<file path="src/rtl/alarme_pkg.sv">
// Shared definitions for the multi-seat seatbelt warning controller:
// FSM state encoding, default parameter values and counter sizing.
package alarme_pkg;

    // FSM states; the encoding is visible on the estado debug port.
    typedef enum logic [1:0] {
        OCIOSO   = 2'd0,
        CARENCIA = 2'd1,
        ALERTA   = 2'd2,
        SILENCIO = 2'd3
    } estado_t;

    // Default parameter values.
    localparam int ASSENTOS_PAD     = 4;
    localparam int T_CARENCIA_PAD   = 8;
    localparam int T_PISCA_PAD      = 4;
    localparam int T_ALERTA_MAX_PAD = 64;

    // Width of a counter that runs 0..n-1. A terminal count of 1 still
    // needs one bit to exist as a signal.
    function automatic int largura_cnt(input int n);
        return (n > 1) ? $clog2(n) : 1;
    endfunction

endpackage

</file>
<file path="src/rtl/alarme_cinto_multi_gerador_pisca.sv">
// Blink generator: square wave with half-period T_PISCA cycles.
// reinicia forces the entry point (phase on, counter zero) and takes
// priority over habilita, which lets the counter advance.
module gerador_pisca
    import alarme_pkg::*;
#(
    parameter int T_PISCA = T_PISCA_PAD
) (
    input  logic clk,
    input  logic reset,
    input  logic reinicia,
    input  logic habilita,
    output logic fase
);

    localparam int W_PISCA = largura_cnt(T_PISCA);
    localparam logic [W_PISCA-1:0] PISCA_FIM = W_PISCA'(T_PISCA - 1);

    logic [W_PISCA-1:0] cnt_pisca_q, cnt_pisca_d;
    logic               fase_q, fase_d;

    // Next half-period count and phase: wrap at the terminal value and flip.
    always_comb begin
        cnt_pisca_d = cnt_pisca_q;
        fase_d      = fase_q;
        if (reinicia) begin
            cnt_pisca_d = '0;
            fase_d      = 1'b1;
        end else if (habilita) begin
            if (cnt_pisca_q == PISCA_FIM) begin
                cnt_pisca_d = '0;
                fase_d      = ~fase_q;
            end else begin
                cnt_pisca_d = cnt_pisca_q + W_PISCA'(1);
            end
        end
    end

    // Blink state registers.
    always_ff @(posedge clk) begin
        if (reset) begin
            cnt_pisca_q <= '0;
            fase_q      <= 1'b0;
        end else begin
            cnt_pisca_q <= cnt_pisca_d;
            fase_q      <= fase_d;
        end
    end

    assign fase = fase_q;

endmodule

</file>
<file path="src/rtl/alarme_cinto_multi.sv">
// Multi-seat seatbelt warning controller. Detects unbelted occupied seats
// with ignition on, runs a grace period, then a blinking light/chime alert
// that silences after a timeout and re-arms when a new seat starts violating.
module alarme_cinto_multi
    import alarme_pkg::*;
#(
    parameter int ASSENTOS     = ASSENTOS_PAD,
    parameter int T_CARENCIA   = T_CARENCIA_PAD,
    parameter int T_PISCA      = T_PISCA_PAD,
    parameter int T_ALERTA_MAX = T_ALERTA_MAX_PAD
) (
    input  logic                clk,
    input  logic                reset,
    input  logic                ignicao_ligada,
    input  logic [ASSENTOS-1:0] assento_ocupado,
    input  logic [ASSENTOS-1:0] cinto_em_uso,
    output logic                luz_de_advertencia,
    output logic                sinal_sonoro,
    output logic [ASSENTOS-1:0] luz_assento,
    output logic [1:0]          estado
);

    localparam int W_CAR = largura_cnt(T_CARENCIA);
    localparam int W_ALE = largura_cnt(T_ALERTA_MAX);
    localparam logic [W_CAR-1:0] CAR_FIM = W_CAR'(T_CARENCIA - 1);
    localparam logic [W_ALE-1:0] ALE_FIM = W_ALE'(T_ALERTA_MAX - 1);

    estado_t             estado_q, estado_d;
    logic [W_CAR-1:0]    cnt_car_q, cnt_car_d;
    logic [W_ALE-1:0]    cnt_alerta_q, cnt_alerta_d;
    logic [ASSENTOS-1:0] v_prev_q;
    logic [ASSENTOS-1:0] v;
    logic                any_v;
    logic                novo;
    logic                reinicia_pisca;
    logic                fase;

    // Per-seat violation: occupied, unbelted, ignition on.
    for (genvar i = 0; i < ASSENTOS; i++) begin : g_assento
        assign v[i] = assento_ocupado[i] & ~cinto_em_uso[i] & ignicao_ligada;
    end

    assign any_v = |v;
    // A seat that violates now but did not last cycle.
    assign novo  = |(v & ~v_prev_q);

    // Next state. Ignition off forces idle; otherwise clearing beats a new
    // violation, which beats timer expiry.
    always_comb begin
        estado_d = estado_q;
        if (!ignicao_ligada) begin
            estado_d = OCIOSO;
        end else begin
            case (estado_q)
                OCIOSO: begin
                    if (any_v) estado_d = CARENCIA;
                end
                CARENCIA: begin
                    // New violations do not restart the grace period.
                    if (!any_v)                  estado_d = OCIOSO;
                    else if (cnt_car_q == CAR_FIM) estado_d = ALERTA;
                end
                ALERTA: begin
                    // A new violation re-arms in place, see the counter logic.
                    if (!any_v)                       estado_d = OCIOSO;
                    else if (novo)                    estado_d = ALERTA;
                    else if (cnt_alerta_q == ALE_FIM) estado_d = SILENCIO;
                end
                SILENCIO: begin
                    if (!any_v)    estado_d = OCIOSO;
                    else if (novo) estado_d = ALERTA;
                end
                default: estado_d = OCIOSO;
            endcase
        end
    end

    // The alert restarts from its entry values whenever it is entered or
    // re-armed; the blink generator and alert counter share that condition.
    assign reinicia_pisca = (estado_d == ALERTA) &&
                            ((estado_q != ALERTA) || novo);

    // Grace and alert counters: count only while staying in their state,
    // otherwise sit at zero, so they never pass their terminal values.
    always_comb begin
        cnt_car_d    = '0;
        cnt_alerta_d = '0;
        if (estado_q == CARENCIA && estado_d == CARENCIA)
            cnt_car_d = cnt_car_q + W_CAR'(1);
        if (estado_q == ALERTA && estado_d == ALERTA && !reinicia_pisca)
            cnt_alerta_d = cnt_alerta_q + W_ALE'(1);
    end

    // State, counters and the previous violation vector.
    always_ff @(posedge clk) begin
        if (reset) begin
            estado_q     <= OCIOSO;
            cnt_car_q    <= '0;
            cnt_alerta_q <= '0;
            v_prev_q     <= '0;
        end else begin
            estado_q     <= estado_d;
            cnt_car_q    <= cnt_car_d;
            cnt_alerta_q <= cnt_alerta_d;
            v_prev_q     <= v;
        end
    end

    gerador_pisca #(
        .T_PISCA (T_PISCA)
    ) u_pisca (
        .clk      (clk),
        .reset    (reset),
        .reinicia (reinicia_pisca),
        .habilita (estado_q == ALERTA),
        .fase     (fase)
    );

    // Output decode from registered state; the blink phase only matters
    // in ALERTA, where light and chime follow it together.
    always_comb begin
        luz_de_advertencia = 1'b0;
        sinal_sonoro       = 1'b0;
        case (estado_q)
            OCIOSO: begin
                luz_de_advertencia = 1'b0;
                sinal_sonoro       = 1'b0;
            end
            CARENCIA, SILENCIO: begin
                luz_de_advertencia = 1'b1;
                sinal_sonoro       = 1'b0;
            end
            ALERTA: begin
                luz_de_advertencia = fase;
                sinal_sonoro       = fase;
            end
            default: begin
                luz_de_advertencia = 1'b0;
                sinal_sonoro       = 1'b0;
            end
        endcase
    end

    // The per-seat indicators are exactly the registered violation vector.
    assign luz_assento = v_prev_q;
    assign estado      = estado_q;

endmodule

</file>
<file path="config.mk">
export PLATFORM = sky130hd
export DESIGN_NAME = alarme_cinto_multi
export DESIGN_NICKNAME = d
export VERILOG_FILES = /design/src/rtl/alarme_pkg.sv /design/src/rtl/alarme_cinto_multi_gerador_pisca.sv /design/src/rtl/alarme_cinto_multi.sv
export SDC_FILE = /design/constraint.sdc
export NUM_CORES = 1
export LEC_CHECK = 0
export ABC_AREA = 1
export CORE_UTILIZATION = 44
export DETAILED_ROUTE_END_ITERATION = 10
export PLACE_DENSITY = 0.73
export SLEW_MARGIN = 30
export SYNTH_ARGS = -nofsm -noshare
export SYNTH_HDL_FRONTEND = slang
export SYNTH_HIERARCHICAL = 1
export SYNTH_SLANG_ARGS = --single-unit
</file>
<file path="constraint.sdc">
create_clock -name clk -period 1.3 [get_ports clk]
set_input_delay 0.26 -clock clk [delete_from_list [all_inputs] [get_ports clk]]
set_output_delay 0.26 -clock clk [all_outputs]
set_load 0.1 [all_outputs]
</file>
==> run_results.csv <==
group,metric,value,unit
synth,synth_warnings,6,
sta,skew,9.63,ps
synth,ys.flop_type,"dfxtp_1",
grt,grt_overflow,0,
power,power.leakage,0.656,nW
sta,worst_pin_slew,344,ps
layout,seq_area,382,µm²
routing,drt_iter0_markers,24,
die,start_util,46.7,%
clocking,ctsHtreeMaxLevel,1,
power,irDropWorstVdd,0.675,mV
status,violations,"setup timing",
clocking,ctsHoldBuffers,0,
grt,grt_pass1_vias,834,
critical_path,worstPathMaxFanout,2,
synth,netlist_top_cells_count,"30 x nor2_1, 23 x nand2_1, 22 x inv_1",
routing,ant_nets,0,
placement,portBuffers,18,
status,status,"finished, violations left",
synth,ys_top_cells_by_area,"dfxtp_1 39%, nor2_1 12%, nand2_1 9.4%, inv_1 9.0%, ha_1 5.5%",
layout,diodes,0,
critical_path,crit_path_start_kind,"flip-flop",
synth,netlist_instances,132,
sta,relSlewSlack,77.1,%
sta,slew_viol_final,0,
critical_path,cp.arrival,1690,ps
synth,syn_area,917,µm²
sta,hold_violations,0,
synth,synth-seq-cells,18,
synth,seq_area_frac_synth,39.3,%
synth,synth_edf_count,0,
routing,routedWlPerCell,14.2,µm
die,die_width,47.7,µm
placement,place_ws,-581,ps
synth,synth.most_common_cell,"nor2_1",
clocking,numCtsBuffers,3,
die,dieArea,0.00227,mm²
synth,synth_cell_types,18,
flow_run,drv_cap,0,
critical_path,setup.worst_path.end_class,"flip-flop",
die,rows,16,
routing,via_per_inst,5.18,
synth,synthArstFlopShare,0,%
layout,drive_gt1_share,48.6,%
die,core,0.00196,mm²
routing,drc,0,
routing,dr.pass1.iters,4,
clocking,insertion_delay,310,ps
placement,dp_hpwl,1.58,mm
critical_path,crit_type,"flip-flop to flip-flop",
clocking,root_buffer,"clkbuf_4",
die,die_height,47.7,µm
sta,fmax,677,MHz
sta,fin_ws,-177,ps
critical_path,cp.required,1520,ps
clocking,clk_pin_slew,110,ps
layout,fillers,127,
grt,grt_use_total,21.2,%
layout,syn_to_final_growth,73.4,%
clocking,cts_tree,"yes",
placement,gp_congestion,0.717,
synth,syn_nets,147,
hold_path,hp-class,"flip-flop to flip-flop",
clocking,cts.sinks,18,
sta,period_share,114,%
synth,synth_top_area_cell,"dfxtp_1",
grt,antenna_found_initial,0,
routing,vias,1035,
grt,grt_max_degree,11,
power,p_per_area,741,mW/mm²
routing,routed_wl,2.85,mm
grt,grt_pass1_wl,3.35,mm
synth,netlist.area_leader.share,39.3,%
sta,finalCriticalPeriod,1480,ps
layout,multi_input_area,622,µm²
sta,whs,447,ps
clocking,cts_buffer_depth,2,
die,io_pins,19,
sta,rsz0062_at_grt,"true",
synth,syn_avg_cell_area,6.95,µm²
layout,final_nets,189,
sta,setup_violations,15,
-- routing by layer --
| layer | vias up | GRT usage (%) | routed length (µm) |
|---|---|---|---|
| met5 | - | 0 | 0 |
| met4 | 0 | 10.0 | 95 |
| met3 | 14 | 5.66 | 137 |
| met2 | 36 | 34.5 | 1570 |
| li1 | 488 | - | - |
| met1 | 497 | 26.1 | 1050 |
-- kinds of logic (layout without fill, tap and decap cells) --
| logic type | after synthesis | count (layout) | synth area share (%) |
|---|---|---|---|
| fa+ha+maj | 4 | 4 | 5.46 |
| buf+inv | 23 | 64 | 10.2 |
| compound gates | 6 | 6 | 3.27 |
| flops | 18 | 18 | 39.3 |
| xor+xnor | 4 | 4 | 3.82 |
| simple gates | 77 | 77 | 37.9 |
-- repair_timing --
item                       CTS  global route
resized for setup           17            28
setup buffers                2             7
setup endpoints to repair   16            16
pin swaps                   15            14
-- sequential cells by signal, summed over array words and instances (netlist names) --
register             cells
luz_assento              4
u_pisca/fase             1
cnt_alerta_q             6
cnt_car_q                3
estado                   2
u_pisca/cnt_pisca_q      2
-- placed cells by master, fill, tap and decap left out, types with 2 or more instances in the layout --
cell type | Yosys | layout
nor2_2 | 5 | 11
buf_4 | 0 | 17
dfxtp_4 | 0 | 3
buf_6 | 1 | 2
nand3_4 | 0 | 2
nand3_1 | 9 | 6
clkbuf_4 | 0 | 3
ha_4 | 0 | 3
nor2_4 | 0 | 2
dfxtp_1 | 18 | 7
dfxtp_2 | 0 | 8
xor2_1 | 2 | 2
nand3_2 | 2 | 3
clkdlybuf4s50_1 | 0 | 9
nor2_1 | 30 | 22
xnor2_1 | 2 | 2
inv_1 | 22 | 18
buf_12 | 0 | 9
nand2_1 | 23 | 19
nand2_2 | 3 | 7
a21oi_2 | 0 | 4
inv_4 | 0 | 2
inv_2 | 0 | 2
-- stage by stage --
stage,std cells,util [%],setup TNS (ps),area [µm²],power [W]
2_1_floorplan,132,-,-1380,955,0.000695
6_report,200,81.1,-1810,1590,0.00118
3_5_place_dp,187,67.3,-7430,1320,0.000785
3_3_place_gp,187,67.3,-6250,1320,0.000782
4_1_cts,193,73.0,-700,1430,0.00113
5_1_grt,200,81.1,-2600,1590,0.00122
-- critical path: stages, from the launching register on --
cell	delay, ps
dfxtp_4	370
ha_4	160
ha_4	160
a21oi_4	190
nor2_4	50
nand2_2	50
a21oi_2	30
and2_4	170
inv_4	50
nand3_2	50
nand2_1	60
inv_1	40
-- final cells by class --
type                    count  area share (%)
clock buffers               4            2.28
multi-input cells          91            39.1
repair buffers             38            27.0
inverters                  22            5.51
flip-flops and latches     18            24.0
well taps                  27            2.12
-- worst paths after layout --
| path | start | to | slack (ps) | cells after the start |
|---|---|---|---|---|
| setup / recovery | cnt_car_q[0] | u_pisca/fase | -180 | 11 |
| hold / removal | cnt_car_q[0] | cnt_car_q[0] | 450 | 1 |
| setup reg to reg | cnt_car_q[0] | u_pisca/fase | -180 | 11 |
| hold reg to reg | cnt_car_q[0] | cnt_car_q[0] | 450 | 1 |
-- where the power goes --
group / leakage [nW] / internal [W] / total [W] / switching [W]
Sequential: 0.152 / 0.000555 / 0.000567 / 0.0000121
Clock: 0.0210 / 0.000171 / 0.000360 / 0.000189
Combinational: 0.483 / 0.000107 / 0.000251 / 0.000145
No activity file was read; power rests on OpenSTA's default activity.
